[config.mk]
export PLATFORM = sky130hd
export DESIGN_NAME = block_mem_writer
export DESIGN_NICKNAME = d
export VERILOG_FILES = /design/src/rtl/block_mem_writer_pkg.sv /design/src/rtl/block_mem_writer.sv
export SDC_FILE = /design/constraint.sdc
export NUM_CORES = 1
export LEC_CHECK = 0
export CAP_MARGIN = 10
export CORE_UTILIZATION = 54
export CTS_BUF_LIST = sky130_fd_sc_hd__clkbuf_4 sky130_fd_sc_hd__clkbuf_8 sky130_fd_sc_hd__clkbuf_16
export DETAILED_ROUTE_END_ITERATION = 6
export PLACE_DENSITY_LB_ADDON = 0.08
export SLEW_MARGIN = 10
export SYNTH_ARGS = -nofsm -noshare
export SYNTH_HDL_FRONTEND = slang
export SYNTH_SLANG_ARGS = --single-unit
[constraint.sdc]
create_clock -name vclk -period 2.5 [get_ports vclk]
set_input_delay 0.375 -clock vclk [delete_from_list [all_inputs] [get_ports vclk]]
set_output_delay 0.375 -clock vclk [all_outputs]
set_load 0.01 [all_outputs]
[src/rtl/block_mem_writer_pkg.sv]
// ----------------------------------------------------------------------------
// block_mem_writer_pkg
// Shared definitions for the sprite memory writer and the sprite readers:
// default sprite geometry, address width, 2-bit pixel codes and the writer
// FSM state encoding.
// No ports (package).
// ----------------------------------------------------------------------------
package block_mem_writer_pkg;

  localparam int SPRITE_WIDTH  = 78;
  localparam int SPRITE_HEIGHT = 53;
  localparam int ADDR_W        = 13;

  // Pixel codes stored in sprite memory.
  localparam logic [1:0] PIX_BLACK   = 2'b00;
  localparam logic [1:0] PIX_COLOR_A = 2'b01;
  localparam logic [1:0] PIX_COLOR_B = 2'b10;
  localparam logic [1:0] PIX_WHITE   = 2'b11;

  typedef enum logic [1:0] {
    ST_IDLE   = 2'd0,
    ST_LOAD   = 2'd1,
    ST_FINISH = 2'd2
  } wr_state_t;

  // Address of the final word of a load of the given depth.
  function automatic logic [ADDR_W-1:0] last_addr(input int depth);
    return ADDR_W'(depth - 1);
  endfunction

endpackage

[src/rtl/block_mem_writer.sv]
// ----------------------------------------------------------------------------
// block_mem_writer
// Streams pixel beats into an external sprite memory, row-major from address
// 0 up to DEPTH-1, then pulses done and returns to idle.
//
// Optional feature: define BLOCK_WR_RLE_EN to treat each beat as
// {run[5:0], pixel[1:0]} and write the pixel run+1 times. Runs that would
// pass the end of the sprite are truncated and flag overflow. With the macro
// undefined every beat writes exactly one pixel and in_data[7:2] is ignored.
//
// Ports:
//   vclk      in   clock, rising edge
//   rst       in   asynchronous active-high reset
//   start     in   one-cycle load request (honoured only when idle)
//   in_data   in   [7:0] pixel beat
//   in_valid  in   beat qualifier
//   in_ready  out  beat is accepted when in_valid & in_ready
//   wr_en     out  memory write strobe
//   wr_addr   out  [12:0] write address (y*WIDTH+x)
//   wr_data   out  [1:0] pixel code
//   busy      out  load in progress
//   done      out  one-cycle completion pulse
//   overflow  out  sticky: a run was truncated at the end of the sprite
// ----------------------------------------------------------------------------
module block_mem_writer
  import block_mem_writer_pkg::*;
#(
  parameter int WIDTH  = SPRITE_WIDTH,
  parameter int HEIGHT = SPRITE_HEIGHT,
  parameter int DEPTH  = WIDTH * HEIGHT
) (
  input  logic              vclk,
  input  logic              rst,
  input  logic              start,
  input  logic [7:0]        in_data,
  input  logic              in_valid,
  output logic              in_ready,
  output logic              wr_en,
  output logic [ADDR_W-1:0] wr_addr,
  output logic [1:0]        wr_data,
  output logic              busy,
  output logic              done,
  output logic              overflow
);

  localparam logic [ADDR_W-1:0] LAST = last_addr(DEPTH);

  wr_state_t         state;
  logic [ADDR_W-1:0] cnt;
  logic              accept;

  assign accept = in_valid && in_ready;

`ifdef BLOCK_WR_RLE_EN
  logic [5:0] run_left;   // repeat writes still owed for the current beat
  logic [5:0] beat_run;
  assign beat_run = in_data[7:2];
`else
  logic unused_run_bits;
  assign unused_run_bits = ^in_data[7:2];
`endif

  always_ff @(posedge vclk or posedge rst) begin
    if (rst) begin
      state    <= ST_IDLE;
      cnt      <= '0;
      wr_en    <= 1'b0;
      wr_addr  <= '0;
      wr_data  <= '0;
      in_ready <= 1'b0;
      busy     <= 1'b0;
      done     <= 1'b0;
      overflow <= 1'b0;
`ifdef BLOCK_WR_RLE_EN
      run_left <= '0;
`endif
    end else begin
      wr_en <= 1'b0;
      done  <= 1'b0;
      case (state)
        ST_IDLE: begin
          if (start) begin
            state    <= ST_LOAD;
            cnt      <= '0;
            overflow <= 1'b0;
            busy     <= 1'b1;
            in_ready <= 1'b1;
          end
        end

        ST_LOAD: begin
`ifdef BLOCK_WR_RLE_EN
          if (run_left != 6'd0) begin
            // Repeat write of the pixel already sitting on wr_data.
            wr_en    <= 1'b1;
            wr_addr  <= cnt;
            run_left <= run_left - 6'd1;
            if (cnt == LAST) begin
              state    <= ST_FINISH;
              done     <= 1'b1;
              in_ready <= 1'b0;
              run_left <= '0;
              if (run_left != 6'd1) overflow <= 1'b1;
            end else begin
              cnt <= cnt + 1'b1;
              // Reopen the input alongside the final write of the run.
              if (run_left == 6'd1) in_ready <= 1'b1;
            end
          end else if (accept) begin
            wr_en    <= 1'b1;
            wr_addr  <= cnt;
            wr_data  <= in_data[1:0];
            run_left <= beat_run;
            if (cnt == LAST) begin
              state    <= ST_FINISH;
              done     <= 1'b1;
              in_ready <= 1'b0;
              run_left <= '0;
              if (beat_run != 6'd0) overflow <= 1'b1;
            end else begin
              cnt <= cnt + 1'b1;
              if (beat_run != 6'd0) in_ready <= 1'b0;
            end
          end
`else
          if (accept) begin
            wr_en   <= 1'b1;
            wr_addr <= cnt;
            wr_data <= in_data[1:0];
            if (cnt == LAST) begin
              state    <= ST_FINISH;
              done     <= 1'b1;
              in_ready <= 1'b0;
            end else begin
              cnt <= cnt + 1'b1;
            end
          end
`endif
        end

        ST_FINISH: begin
          state    <= ST_IDLE;
          busy     <= 1'b0;
          in_ready <= 1'b0;
        end

        default: begin
          state    <= ST_IDLE;
          busy     <= 1'b0;
          in_ready <= 1'b0;
        end
      endcase
    end
  end

endmodule

==> impl_results.md, run 1 <==
* Post-Syn Area at 1540 sq um
* Storage cell area at 826 sq um
* Clk slew on worst S/H paths at 90 ps
* CP top delay family: buffers and inverters
* Critical path data arrival time at 1520 ps
* Post-synthesis average cell area at 9.54 sq um
* Endpoints failing setup at 0
* Critical path class: reg -> out
* Clk buf depth at 2
* CTS Root Cell: clkbuf_4
* TritonCTS clock tree: done
* Clock share of power at 19.6%
* Sequential element share of the synthesized area at 53.8%
* Psw at 0.554 mW
* Final hold vios at 0
* Yosys warns at 0
* Area of the multi-input gates at 647 sq um
* WP buf/inv at 1
* Total track usage at 24.9%
* CP max stage cell: clkdlybuf4s50_1
* GP Congestion at 0.971
* Vias per Instance at 5.97
* Via count at 1,302
* Worst hold-check path type: in -> async
* Cts bufs inserted at 5
* CP endpoint kind: output pin
* Post-synthesis mux area share at 3.42%
* NumNets Final at 201
* Post-Syn Instances at 161
* PostCTS Resize Cnt at 0
* Synth cell types at 41
* # fillers at 206
* First-pass GRT wire length at 5820 um
* Die area at 3060 sq um
* Sw Ratio at 34.7%
* GR Overflow Total at 0
* Die Wd at 55.3 um
* Comb power frac at 29.8%
* I/O pin total at 32
* Setup TNS at 0 ps
* Most frequent cells in the layout: 40 x nand2_1, 33 x dfrtp_1, 24 x clkdlybuf4s50_1
* CTS H-tree depth at 2
* Sink Count at 33
* Starting DRT DRC Count at 49
* Status: finished clean
* Max cap viols at 0
* Final Slew Violations at 0
* RSZ-0062 raised after global routing: false
* Fin crit share at 75.7%
* Post-DR wirelength/cell at 15.5 um
* Post-Synth Simple-Gate Area at 23.7%
* Register bit total from synthesis at 33
* Initial antenna violation count at 0
* Fmax at 0.528 GHz
* Post-Syn Nets at 175
* Vias in the first global route at 1,234
* VDD IR max at 0.643 mV
* IO buf count at 24
* DRT Pass-1 Iters at 4
* Synth Area in XOR/XNOR at 0%
* Largest family of logic cells by synthesized area: simple AND/OR/NAND/NOR gates
* Core box area at 2590 sq um
* Worst-skew pair later-pin latency at 330 ps
* N_diodes at 0
* Leading cell type in the layout, fill and taps excluded: nand2_1
* Post-DP HPWL at 2430 um
* Pin count of the biggest net entering global routing at 34
* Static Leak at 0.864 nW
* R2R Path Start: state[0]
* Final Skew at 8.40 ps
* Placed cells at 210
* Layout cells sized above 1 at 7.98%
* Internal power component at 1.04 mW
* Final Critical Period at 1890 ps
* Post-DRT Antenna Nets at 0
* Post-Synth Adder-Cell Area at 1.63%
* Worst path cell trace: clkdlybuf4s50_1
* Initial Utilization at 59.3%
* Non-Filler Instances at 218
* Critical path origin: state[0]
* Pwr/cell area at 862 nW/um^2
* Sequential Power Share at 50.6%
* Syn-to-layout area delta at 20.4%
* Postcts setup bufs at 0
* Critical path data required time at 2120 ps
* CTS Hold Bufs at 0
* Remaining DRCs at 0
* Synth Area in Compound Gates at 13.1%
* Chip height at 55.3 um
* Rows at 18
* Crit start category: register
* Drt total wl at 3380 um
* CP max stage delay at 610 ps
* Largest fanout on the critical path at 13
## kinds of logic after synthesis
| group | Yosys count |
|---|---|
| adder cells (fa/ha/maj) | 2 |
| multiplexers | 5 |
| buffers and inverters | 13 |
| AND/OR/NAND/NOR | 77 |
| flip-flops | 33 |
| AO/OA/AOI/OAI | 30 |
| other | 1 |
## cell type report
type,count,share of cell area [%]
Clock buffer,8,3.25
Inverter,6,1.22
Multi-Input combinational cell,115,35.0
Sequential cell,33,44.7
Tap cell,30,2.03
Timing Repair Buffer,26,13.8
## registers in the layout (all words and copies together) (netlist names)
register,count
wr_data,2
done,1
wr_en,1
wr_addr,13
state,2
cnt,13
busy,1
## cell usage after synthesis
cell type  count  area (sq um)
or4_1          2          15.0
o311ai_0       1          8.76
or2_1          1          6.26
conb_1         1          3.75
and3_1         2          12.5
o21ai_1        2          10.0
a221o_1        1          10.0
buf_2          2          10.0
nand2_1       40           150
nand2b_1       3          18.8
a21oi_1        5          25.0
nand4_1        1          6.26
o21ai_0        8          40.0
or2_2          1          6.26
mux2_2         2          22.5
a31o_2         1          8.76
inv_2          1          3.75
nor3_1         3          15.0
a32o_1         1          10.0
a311oi_1       1          8.76
or3_1          1          6.26
nand3_1        5          25.0
a21o_1         2          15.0
a31oi_1        2          12.5
inv_1          5          18.8
ha_1           2          25.0
dfrtp_1       33           826
o2bb2ai_1      2          17.5
nor4_1         5          31.3
o31a_1         1          8.76
a211o_1        1          8.76
buf_4          1          7.51
nor2b_1        1          6.26
nor2_1         7          26.3
a22o_1         1          8.76
and2_1         3          18.8
mux2i_1        3          30.0
a41oi_1        1          8.76
nor4bb_1       2          20.0
clkbuf_1       3          11.3
buf_6          1          11.3
## power by group through the flow
| stage | Combinational [mW] | Sequential (mW) | Clock, mW |
|---|---|---|---|
| 5_1_grt | 0.534 | 0.828 | 0.339 |
| 2_1_floorplan | 0.265 | 0.800 | 0 |
| 4_1_cts | 0.479 | 0.803 | 0.317 |
| 6_report | 0.475 | 0.806 | 0.312 |
| 3_3_place_gp | 0.454 | 0.799 | 0 |
| 3_5_place_dp | 0.477 | 0.814 | 0 |
## per-stage QoR
stage | utilization [%] | instance area, sq um | hold slack [ps] | worst slack (ps) | power [mW]
after floorplan | - | 1540 | 465 | 816 | 1.06
after global placement | 69.0 | 1790 | 459 | 416 | 1.25
after detailed placement | 69.0 | 1790 | 462 | 366 | 1.29
after CTS | 71.4 | 1850 | 429 | 609 | 1.60
after global routing | 71.4 | 1850 | 474 | 516 | 1.70
final | 71.4 | 1850 | 416 | 607 | 1.59
## final timing paths
check | to | slack, ps | cells after the start
setup / recovery | in_ready | 610 | 1
hold / removal | wr_addr[3] | 420 | 3
setup reg to reg | cnt[5] | 610 | 4
hold reg to reg | wr_addr[3] | 480 | 2
max in group asynchronous | state[0] | 1780 | 3
min in group vclk | wr_addr[3] | 480 | 2
## layer usage
metal | wire, um | GRT usage, % | vias to the layer above | part of all wire (%)
li1 | - | - | 611 | -
met1 | 1400 | 29.7 | 630 | 41
met2 | 1710 | 42.2 | 54 | 51
met3 | 203 | 7.73 | 7 | 6.0
met4 | 63 | 9.64 | 0 | 1.9
met5 | 0 | 0 | - | 0
Note: power is estimated with default switching activity, not from simulation.
==> run 2: changes to the inputs <==
CORE_UTILIZATION = 45   (was 54)
clock period = 1.6 ns   (was 2.5 ns; I/O delays follow)
==> impl_results.md, run 2 (synthesis results as in run 1) <==
* NumNets Final at 222
* Fin crit share at 98.6%
* Critical path data arrival time at 1810 ps
* CP top delay family: compound AO/OA/AOI/OAI gates
* R2R Setup Slk at 20 ps
* Pwr/cell area at 1350 nW/um^2
* Levels on crit path at 6
* GRT met1 Usage at 29.1%
* Regs by FF count: cnt x13, wr_addr x13
* Storage cell area at 827 sq um
* N_diodes at 0
* Final Slew Violations at 0
* Initial Utilization at 48.7%
* Initial antenna violation count at 0
* Fmax at 0.634 GHz
* First-pass GRT wire length at 6230 um
* Cts bufs inserted at 5
* Via count at 1,410
* CP max stage cell: dfrtp_1
* Leading cell type in the layout, fill and taps excluded: nand2_1
* Area of the multi-input gates at 669 sq um
* Post-DR wirelength/cell at 14.5 um
* Sink Count at 33
* Max cap viols at 0
* Total track usage at 23.1%
* Final hold vios at 0
* Worst path cell trace: inv_2 > ha_2 > nor4bb_1 > and3_2 > a21o_1 > a221o_1
* R2R cell count at 6
* DRT Pass-1 Iters at 4
* GR peak layer: met2
* Vias in the first global route at 1,375
* I/O pin total at 32
* CP max stage delay at 370 ps
* Tot Pwr at 2.80 mW
* Die Wd at 60.4 um
* Most frequent cells in the layout: 40 x nand2_1, 32 x dfrtp_1, 23 x clkdlybuf4s50_1, 23 x buf_4, 8 x o21ai_0
* GP Congestion at 0.961
* Remaining DRCs at 0
* WP buf/inv at 1
* R2R Path Start: cnt[1]
* RSZ-0062 raised after global routing: true
* # fillers at 275
* Largest fanout on the critical path at 6
* Chip height at 60.4 um
* Rows at 20
* Comb power frac at 32.3%
* CTS H-tree depth at 2
* Pin count of the biggest net entering global routing at 34
* M3 GR Usage at 7.68%
* CTS Root Cell: clkbuf_4
* Layout cells sized above 1 at 21.1%
* CTS Hold Bufs at 0
* Critical path data required time at 1830 ps
* Internal power component at 1.87 mW
* Worst setup path end: cnt[5]
* TritonCTS clock tree: done
* Starting DRT DRC Count at 75
* Dpl cell area at 1950 sq um
* Final Skew at 7.87 ps
* Post-DP HPWL at 2560 um
* Crit start category: register
* Final Critical Period at 1580 ps
* Final instance area at 2070 sq um
* Met2 Use GR at 36.9%
* Post-DRT Antenna Nets at 0
* Status: finished clean
* R2r endpoint: cnt[5]
* Worst hold-check path type: in -> async
* Critical path origin: cnt[1]
* Vias per Instance at 5.57
* Sw Ratio at 33.5%
* VDD IR max at 0.786 mV
* Sequential Power Share at 44.0%
* Clock share of power at 23.7%
* IO buf count at 24
* Drt total wl at 3660 um
* Die area at 3650 sq um
* Endpoints failing setup at 0
* Core box area at 3150 sq um
* Worst-skew pair later-pin latency at 330 ps
* Psw at 0.939 mW
* Clk slew on worst S/H paths at 100 ps
* Syn-to-layout area delta at 35.1%
* Static Leak at 0.979 nW
* Critical path class: reg -> reg
* CP endpoint kind: register
* Clk buf depth at 2
* GR Overflow Total at 0
[run 2: area by class of cell]
cell class	count	share of cell area, %
multi-input combinational	115	32.3
clock buffer	7	2.83
clock inverter	1	1.45
tap	44	2.65
sequential	33	39.9
inverter	6	1.09
timing repair buffer	47	19.8
[run 2: routing by layer]
| layer | up-vias | part of all wire, % |
|---|---|---|
| li1 | 654 | - |
| met1 | 680 | 42 |
| met2 | 62 | 48 |
| met3 | 14 | 7.1 |
| met4 | 0 | 3.0 |
| met5 | - | 0 |
[run 2: power groups by stage]
stage	sequential, mW	clock, mW	combinational [mW]
3_3_place_gp	1.22	0	0.837
5_1_grt	1.26	0.709	1.01
3_5_place_dp	1.23	0	0.865
4_1_cts	1.22	0.677	0.870
2_1_floorplan	1.25	0	0.415
6_report	1.23	0.666	0.905
[run 2: worst min-delay path by stage]
| stage | start | end | slack, ps | cells past startpoint |
|---|---|---|---|---|
| after floorplan | in_valid | state[0] | 350 | 1 |
| after global placement | wr_addr[7] | wr_addr[7] | 460 | 2 |
| after detailed placement | wr_addr[12] | wr_addr[12] | 470 | 2 |
| after CTS | rst | wr_addr[2] | 300 | 3 |
| after global routing | rst | wr_addr[2] | 330 | 3 |
| final | rst | wr_addr[2] | 300 | 3 |
[run 2: timing repair]
item,4_1_cts,5_1_grt
endpoints found under the setup margin,5,4
setup buffers,2,0
gates cloned,0,0
gates resized for setup,2,6
[run 2: worst min-delay path, stage by stage]
cell and delay [ps]:
clkdlybuf4s50_1 400, inv_1 50, buf_4 370
[run 2: through the flow]
stage	setup WS (ps)	hold WS, ps	util (%)	TNS (ps)	instances
5_1_grt	-29.2	334	65.8	-63.1	253
2_1_floorplan	7.04	350	-	0	161
4_1_cts	8.21	304	65.2	0	253
3_5_place_dp	-183	466	61.9	-1000	243
3_3_place_gp	-127	460	61.9	-562	243
6_report	22.3	298	65.8	0	253
